$ cat src/rtl/service_arbiter_pkg.sv
// Shared codes and state encoding for the service arbiter and the blocks around it.
package service_arbiter_pkg;

  localparam int unsigned N_SVC  = 4;
  localparam int unsigned PUSH_W = 5;
  localparam int unsigned NUM_W  = 16;

  localparam logic [NUM_W-1:0] BLANK_NUM = 16'hFFFF;

  localparam logic [N_SVC-1:0] SERVICE1     = 4'b1000;
  localparam logic [N_SVC-1:0] SERVICE2     = 4'b0100;
  localparam logic [N_SVC-1:0] SERVICE3     = 4'b0010;
  localparam logic [N_SVC-1:0] SERVICE4     = 4'b0001;
  localparam logic [N_SVC-1:0] SERVICERESET = 4'b0000;

  typedef enum logic [2:0] {
    ST_IDLE  = 3'd0,
    ST_GRANT = 3'd1,
    ST_DONE  = 3'd2,
    ST_ERR   = 3'd3,
    ST_ALARM = 3'd4
  } state_e;

  // True when the switch word selects exactly one service.
  function automatic logic is_service(input logic [N_SVC-1:0] sw);
    case (sw)
      SERVICE1, SERVICE2, SERVICE3, SERVICE4: return 1'b1;
      default:                                return 1'b0;
    endcase
  endfunction

endpackage

$ cat src/rtl/sync_edge.sv
// Two-flop synchronizer for one raw button followed by a registered rising-edge pulse.
module sync_edge (
  input  logic clk,
  input  logic resetn,
  input  logic d,
  output logic pulse
);

  logic meta;
  logic sync;
  logic sync_d;

  always_ff @(posedge clk or negedge resetn) begin
    if (!resetn) begin
      meta   <= 1'b0;
      sync   <= 1'b0;
      sync_d <= 1'b0;
      pulse  <= 1'b0;
    end else begin
      meta   <= d;
      sync   <= meta;
      sync_d <= sync;
      pulse  <= sync & ~sync_d;
    end
  end

endmodule

$ cat src/rtl/service_arbiter.sv
// Grants the shared buttons/display/LEDs to one service chosen by the mode switches;
// an alarm match preempts everything and hands the I/O to service 4.
module service_arbiter
  import service_arbiter_pkg::*;
(
  input  logic                     clk,
  input  logic                     resetn,
  input  logic [N_SVC-1:0]         spdt_service,
  input  logic [PUSH_W-1:0]        push,
  input  logic                     alarm_hit,
  input  logic [N_SVC-1:0]         finish,
  input  logic [NUM_W-1:0]         cur_time,
  input  logic [N_SVC*NUM_W-1:0]   svc_num,
  input  logic [N_SVC*N_SVC-1:0]   svc_sel,
  output logic [N_SVC-1:0]         grant,
  output logic [N_SVC*PUSH_W-1:0]  push_svc,
  output logic [NUM_W-1:0]         disp_num,
  output logic [N_SVC-1:0]         disp_sel,
  output logic [N_SVC-1:0]         spdt_led,
  output logic                     error
);

  logic [N_SVC-1:0]  sw_meta;
  logic [N_SVC-1:0]  sw_sync;
  logic [PUSH_W-1:0] push_pulse;

  state_e            state_q;
  state_e            state_d;
  logic [N_SVC-1:0]  owner_q;
  logic [N_SVC-1:0]  owner_d;

  // Mode switches only need a level synchronizer.
  always_ff @(posedge clk or negedge resetn) begin
    if (!resetn) begin
      sw_meta <= '0;
      sw_sync <= '0;
    end else begin
      sw_meta <= spdt_service;
      sw_sync <= sw_meta;
    end
  end

  for (genvar b = 0; b < PUSH_W; b++) begin : g_push
    sync_edge u_sync_edge (
      .clk    (clk),
      .resetn (resetn),
      .d      (push[b]),
      .pulse  (push_pulse[b])
    );
  end

  always_ff @(posedge clk or negedge resetn) begin
    if (!resetn) begin
      state_q <= ST_IDLE;
      owner_q <= SERVICERESET;
    end else begin
      state_q <= state_d;
      owner_q <= owner_d;
    end
  end

  always_comb begin
    state_d  = state_q;
    owner_d  = owner_q;
    grant    = '0;
    error    = 1'b0;
    disp_num = cur_time;
    disp_sel = '0;
    push_svc = '0;

    // Alarm outranks every other transition, including a same-cycle finish.
    if (alarm_hit && (state_q != ST_ALARM)) begin
      state_d = ST_ALARM;
    end else begin
      case (state_q)
        ST_IDLE: begin
          if (sw_sync != SERVICERESET) begin
            if (is_service(sw_sync)) begin
              state_d = ST_GRANT;
              owner_d = sw_sync;
            end else begin
              state_d = ST_ERR;
            end
          end
        end
        ST_GRANT: begin
          if ((finish & owner_q) != SERVICERESET) begin
            state_d = ST_DONE;
          end else if (sw_sync == SERVICERESET) begin
            state_d = ST_IDLE;
          end else if (sw_sync != owner_q) begin
            state_d = ST_ERR;
          end
        end
        ST_DONE, ST_ERR: begin
          if (sw_sync == SERVICERESET) begin
            state_d = ST_IDLE;
          end
        end
        ST_ALARM: begin
          if (finish[0]) begin
            state_d = ST_DONE;
          end
        end
        default: state_d = ST_IDLE;
      endcase
    end

    case (state_q)
      ST_GRANT: grant = owner_q;
      ST_ALARM: grant = SERVICE4;
      ST_ERR: begin
        error    = 1'b1;
        disp_num = BLANK_NUM;
      end
      default: ;
    endcase

    // Route display slice, blink select and press pulses from/to the single owner.
    for (int unsigned i = 0; i < N_SVC; i++) begin
      if (grant[i]) begin
        disp_num                     = svc_num[i*NUM_W +: NUM_W];
        disp_sel                     = svc_sel[i*N_SVC +: N_SVC];
        push_svc[i*PUSH_W +: PUSH_W] = push_pulse;
      end
    end
  end

  assign spdt_led = grant;

endmodule

$ cat config.mk
export PLATFORM = sky130hd
export DESIGN_NAME = service_arbiter
export DESIGN_NICKNAME = d
export VERILOG_FILES = /design/src/rtl/service_arbiter_pkg.sv /design/src/rtl/sync_edge.sv /design/src/rtl/service_arbiter.sv
export SDC_FILE = /design/constraint.sdc
export NUM_CORES = 1
export LEC_CHECK = 0
export CORE_AREA = 2 2 93 72
export DETAILED_ROUTE_END_ITERATION = 6
export DIE_AREA = 0 0 95 74
export PLACE_DENSITY = 0.95
export SLEW_MARGIN = 5
export SYNTH_ARGS = -nofsm -noshare
export SYNTH_HDL_FRONTEND = slang
export SYNTH_SLANG_ARGS = --single-unit
$ cat constraint.sdc
create_clock -name clk -period 4.7 [get_ports clk]
set_input_delay 0.94 -clock clk [delete_from_list [all_inputs] [get_ports clk]]
set_output_delay 0.94 -clock clk [all_outputs]
set_load 0.01 [all_outputs]
==> results_tabular.tex <==
\begin{tabular}{lr}
\hline
Metric & Value \\
\hline
\multicolumn{2}{l}{\textbf{Run status}} \\
\quad Result of the run & finished clean \\
\multicolumn{2}{l}{\textbf{Drt}} \\
\quad DR vias & 2493 \\
\quad Routed Wire Length & 8240 um \\
\quad Via-to-Cell Ratio & 5.32 \\
\quad Number of antenna-violating nets in the routed design & 0 \\
\quad Post-detailed-route DRC marker count & 0 \\
\quad Number of DRC markers in iteration 0 & 79 \\
\quad WL per Instance & 17.6 um \\
\quad Drt pass-1 iters & 5 \\
\multicolumn{2}{l}{\textbf{Placed design}} \\
\quad Port buffer count & 160 \\
\quad Instance area at placement & 3870 um\^{}2 \\
\quad Gpl congestion & 0.853 \\
\quad Sum of net half-perimeters after detailed placement & 6270 um \\
\multicolumn{2}{l}{\textbf{Logic synthesis}} \\
\quad Yosys cell types & 42 \\
\quad Yosys Warn Count & 0 \\
\quad Fraction of synthesis flops using an asynchronous set or reset pin & 1.00 \\
\quad Post-synthesis net count & 350 \\
\quad Synth top area cells & dfrtp\_1 (39\%), o221ai\_2 (7.3\%), a211oi\_2 (5.5\%) \\
\quad Most area-hungry cell type in the Yosys netlist & dfrtp\_1 \\
\quad Main flop type after synthesis & dfrtp\_1 \\
\quad Most used standard cell by instance count after synthesis & dfrtp\_1 \\
\quad Post-Synthesis Cells & 238 \\
\quad Sequential element share of the synthesized area & 0.386 \\
\quad Avg Cell Area, Syn & 9.53 um\^{}2 \\
\quad Portion of synthesized cell area occupied by the leading cell type & 0.386 \\
\quad Number of enable flip-flop cells after synthesis & 0 \\
\quad Post-synthesis instance area & 2270 um\^{}2 \\
\quad Commonest cells in the netlist & dfrtp\_1 (35), a21oi\_1 (25), nor2\_1 (19), nor3\_1 (19) \\
\quad Total of flip-flops plus latches after synthesis & 35 \\
\multicolumn{2}{l}{\textbf{Finish}} \\
\quad Antenna diodes & 0 \\
\quad Storage element area & 876 um\^{}2 \\
\quad Count of filler cells inserted in the layout & 489 \\
\quad Share of final-layout standard cells stronger than drive strength 1 & 0.113 \\
\quad Synthesis-to-layout area growth & 76.9\% \\
\quad Post-route cell area & 4010 um\^{}2 \\
\quad Final net count & 499 \\
\quad Combined area of the multi-input logic cells & 1250 um\^{}2 \\
\multicolumn{2}{l}{\textbf{STA}} \\
\quad Unrepaired setup endpoints after global routing & false \\
\quad Slew HR & 0.470 \\
\quad Number of endpoints failing setup at the final stage & 0 \\
\quad Worst Tran Pin Value & 0.795 ns \\
\quad Post-route clock period utilization & 0.834 \\
\quad Final period demand of the worst path & 3.92 ns \\
\quad Final hold violation count & 0 \\
\quad Final-layout setup total negative slack & 0 ns \\
\quad Setup clock skew after layout & 0.00798 ns \\
\quad Highest attainable clock frequency & 0.255 GHz \\
\quad Max Slew Vio Count & 0 \\
\multicolumn{2}{l}{\textbf{Power and ir drop}} \\
\quad Power density of the placed cells & 445 nW/um\^{}2 \\
\quad Static leakage power & 1.56 nW \\
\quad Total power of the final layout & 1.78 mW \\
\quad Worst-case vdd ir drop & 0.000331 V \\
\multicolumn{2}{l}{\textbf{Setup path}} \\
\quad Buffering stage count on the worst path with inverters included & 3 \\
\quad Worst setup path class & reg -> out \\
\quad Arr. time, crit path & 2.98 ns \\
\quad Crit. Startpoint & state\_q[1] \\
\quad Largest fanout of any net on the critical path & 22 \\
\quad Startpoint of the most critical register-to-register path & owner\_q[3] \\
\quad R2R Setup Slk & 2.86 ns \\
\quad Slowest cell on the critical path & clkdlybuf4s50\_1 \\
\quad Reg2Reg Capture Point & state\_q[1] \\
\quad Category of the worst setup path capture point & output port \\
\quad Reg2Reg Depth & 5 \\
\quad Cells traversed along the worst timing path & nor3b\_4 > nand2\_1 > buf\_4 > inv\_2 > a21oi\_1 > a211oi\_1 > clkdlybuf4s50\_1 \\
\quad Slowest Stage Delay on Critical Path & 0.59 ns \\
\quad Type of element launching the critical path & flip-flop \\
\quad Cell family with most CP delay & buffers and inverters \\
\quad Crit path required time & 3.76 ns \\
\multicolumn{2}{l}{\textbf{Floorplan}} \\
\quad Initial core utilization & 0.368 \\
\quad Overall die height & 74 um \\
\quad Die ar. & 7030 um\^{}2 \\
\quad Rows & 25 \\
\quad Core area & 6160 um\^{}2 \\
\quad Die Span X & 95 um \\
\quad Number of ports placed on the die boundary & 161 \\
\multicolumn{2}{l}{\textbf{CTS}} \\
\quad CTS-repair resized insts & 0 \\
\quad Number of buffers created by CTS & 5 \\
\quad CTS root buf & clkbuf\_8 \\
\quad Worst-Skew Late Latency & 0.29 ns \\
\quad CTS max path bufs & 2 \\
\quad \# Post-CTS Setup Buffers & 0 \\
\quad Clock transition at the registers of the reported paths & 0.07 ns \\
\quad Hold\_buf cts & 0 \\
\quad CTS sink cnt & 35 \\
\quad Number of H-tree levels & 2 \\
\quad CTS tree & yes \\
\multicolumn{2}{l}{\textbf{Global route}} \\
\quad Tot GR Track Use & 0.232 \\
\quad Number of antenna violations at the first check in global routing & 0 \\
\quad Total overflow reported by the global router & 0 \\
\quad Via count of the first global-routing pass & 2503 \\
\quad Wire length of the first global-routing pass & 12400 um \\
\quad Maximum number of pins on one net before global-route repair & 36 \\
\multicolumn{2}{l}{\textbf{Worst hold path}} \\
\quad Min-Delay Startpoint & sw\_meta[3] \\
\quad Worst-case hold path end point & sw\_sync[3] \\
\quad Class of the tightest hold or removal check & reg -> reg \\
\quad WHS Path Cells & 0 \\
\multicolumn{2}{l}{\textbf{Flow run}} \\
\quad Maximum capacitance violations & 0 \\
\hline
\end{tabular}
[registers in the layout, summed over array words and instances (netlist names)]
register                   count
state_q                        3
sw_sync                        4
owner_q                        4
g_push.u_sync_edge.pulse       5
sw_meta                        4
g_push.u_sync_edge.sync        5
g_push.u_sync_edge.sync_d      5
g_push.u_sync_edge.meta        5
[worst max path at each step]
stage,endpoint,slack (ns),depth (start not counted)
after global routing,disp_num[4],0.55,7
after detailed placement,disp_num[3],1.10,7
after CTS,disp_num[3],0.76,7
after global placement,disp_sel[3],1.27,8
final,disp_num[3],0.78,7
after floorplan,disp_num[0],2.21,7
[per-stage QoR]
| stage | hold WS (ns) | util | worst slack [ns] | std cells |
|---|---|---|---|---|
| global placement | 0.331 | 0.629 | 1.27 | 461 |
| floorplan | 0.331 | - | 2.21 | 238 |
| CTS | 0.351 | 0.651 | 0.761 | 469 |
| detailed placement | 0.335 | 0.629 | 1.10 | 461 |
| global route | 0.363 | 0.651 | 0.552 | 469 |
| finish | 0.350 | 0.651 | 0.778 | 469 |
[metal layers]
layer | GRT usage | routed length, um
met1 | 0.250 | 3160
met2 | 0.457 | 4400
met3 | 0.0486 | 561
met4 | 0.0709 | 113
met5 | 0 | 0
[final cells by class]
class | count | area share
multi-input combinational | 177 | 0.312
clock buffer | 5 | 0.0172
tap | 81 | 0.0253
clock inverter | 3 | 0.0168
sequential | 35 | 0.218
timing repair buffer | 164 | 0.407
inverter | 4 | 0.00374
[cell usage in the layout, fill, tap and decap left out, types with 6 or more instances in the layout]
cell type	instances
nand2_1	6
a21oi_1	25
o221ai_1	6
a211oi_1	7
o221ai_2	11
nor3_1	19
and2_1	11
dfrtp_1	35
and3_1	10
nor2_1	19
a211oi_2	10
nor2b_1	6
clkdlybuf4s50_1	160
[power by group]
group	internal [mW]	total (mW)	switching [mW]	leakage, nW
clock	0.211	0.321	0.109	0.0644
combinational	0.563	1.04	0.481	1.08
sequential	0.343	0.419	0.0766	0.419
total	1.12	1.78	0.667	1.56
[cells by family after synthesis]
family          after synthesis  share of synthesized area
mux                           4                     0.0199
simple gates                 91                      0.227
compound gates               77                      0.286
flops                        35                      0.386
xor+xnor                      5                     0.0193
buf+inv                      26                     0.0618
Note: power is estimated with default switching activity, not from simulation.
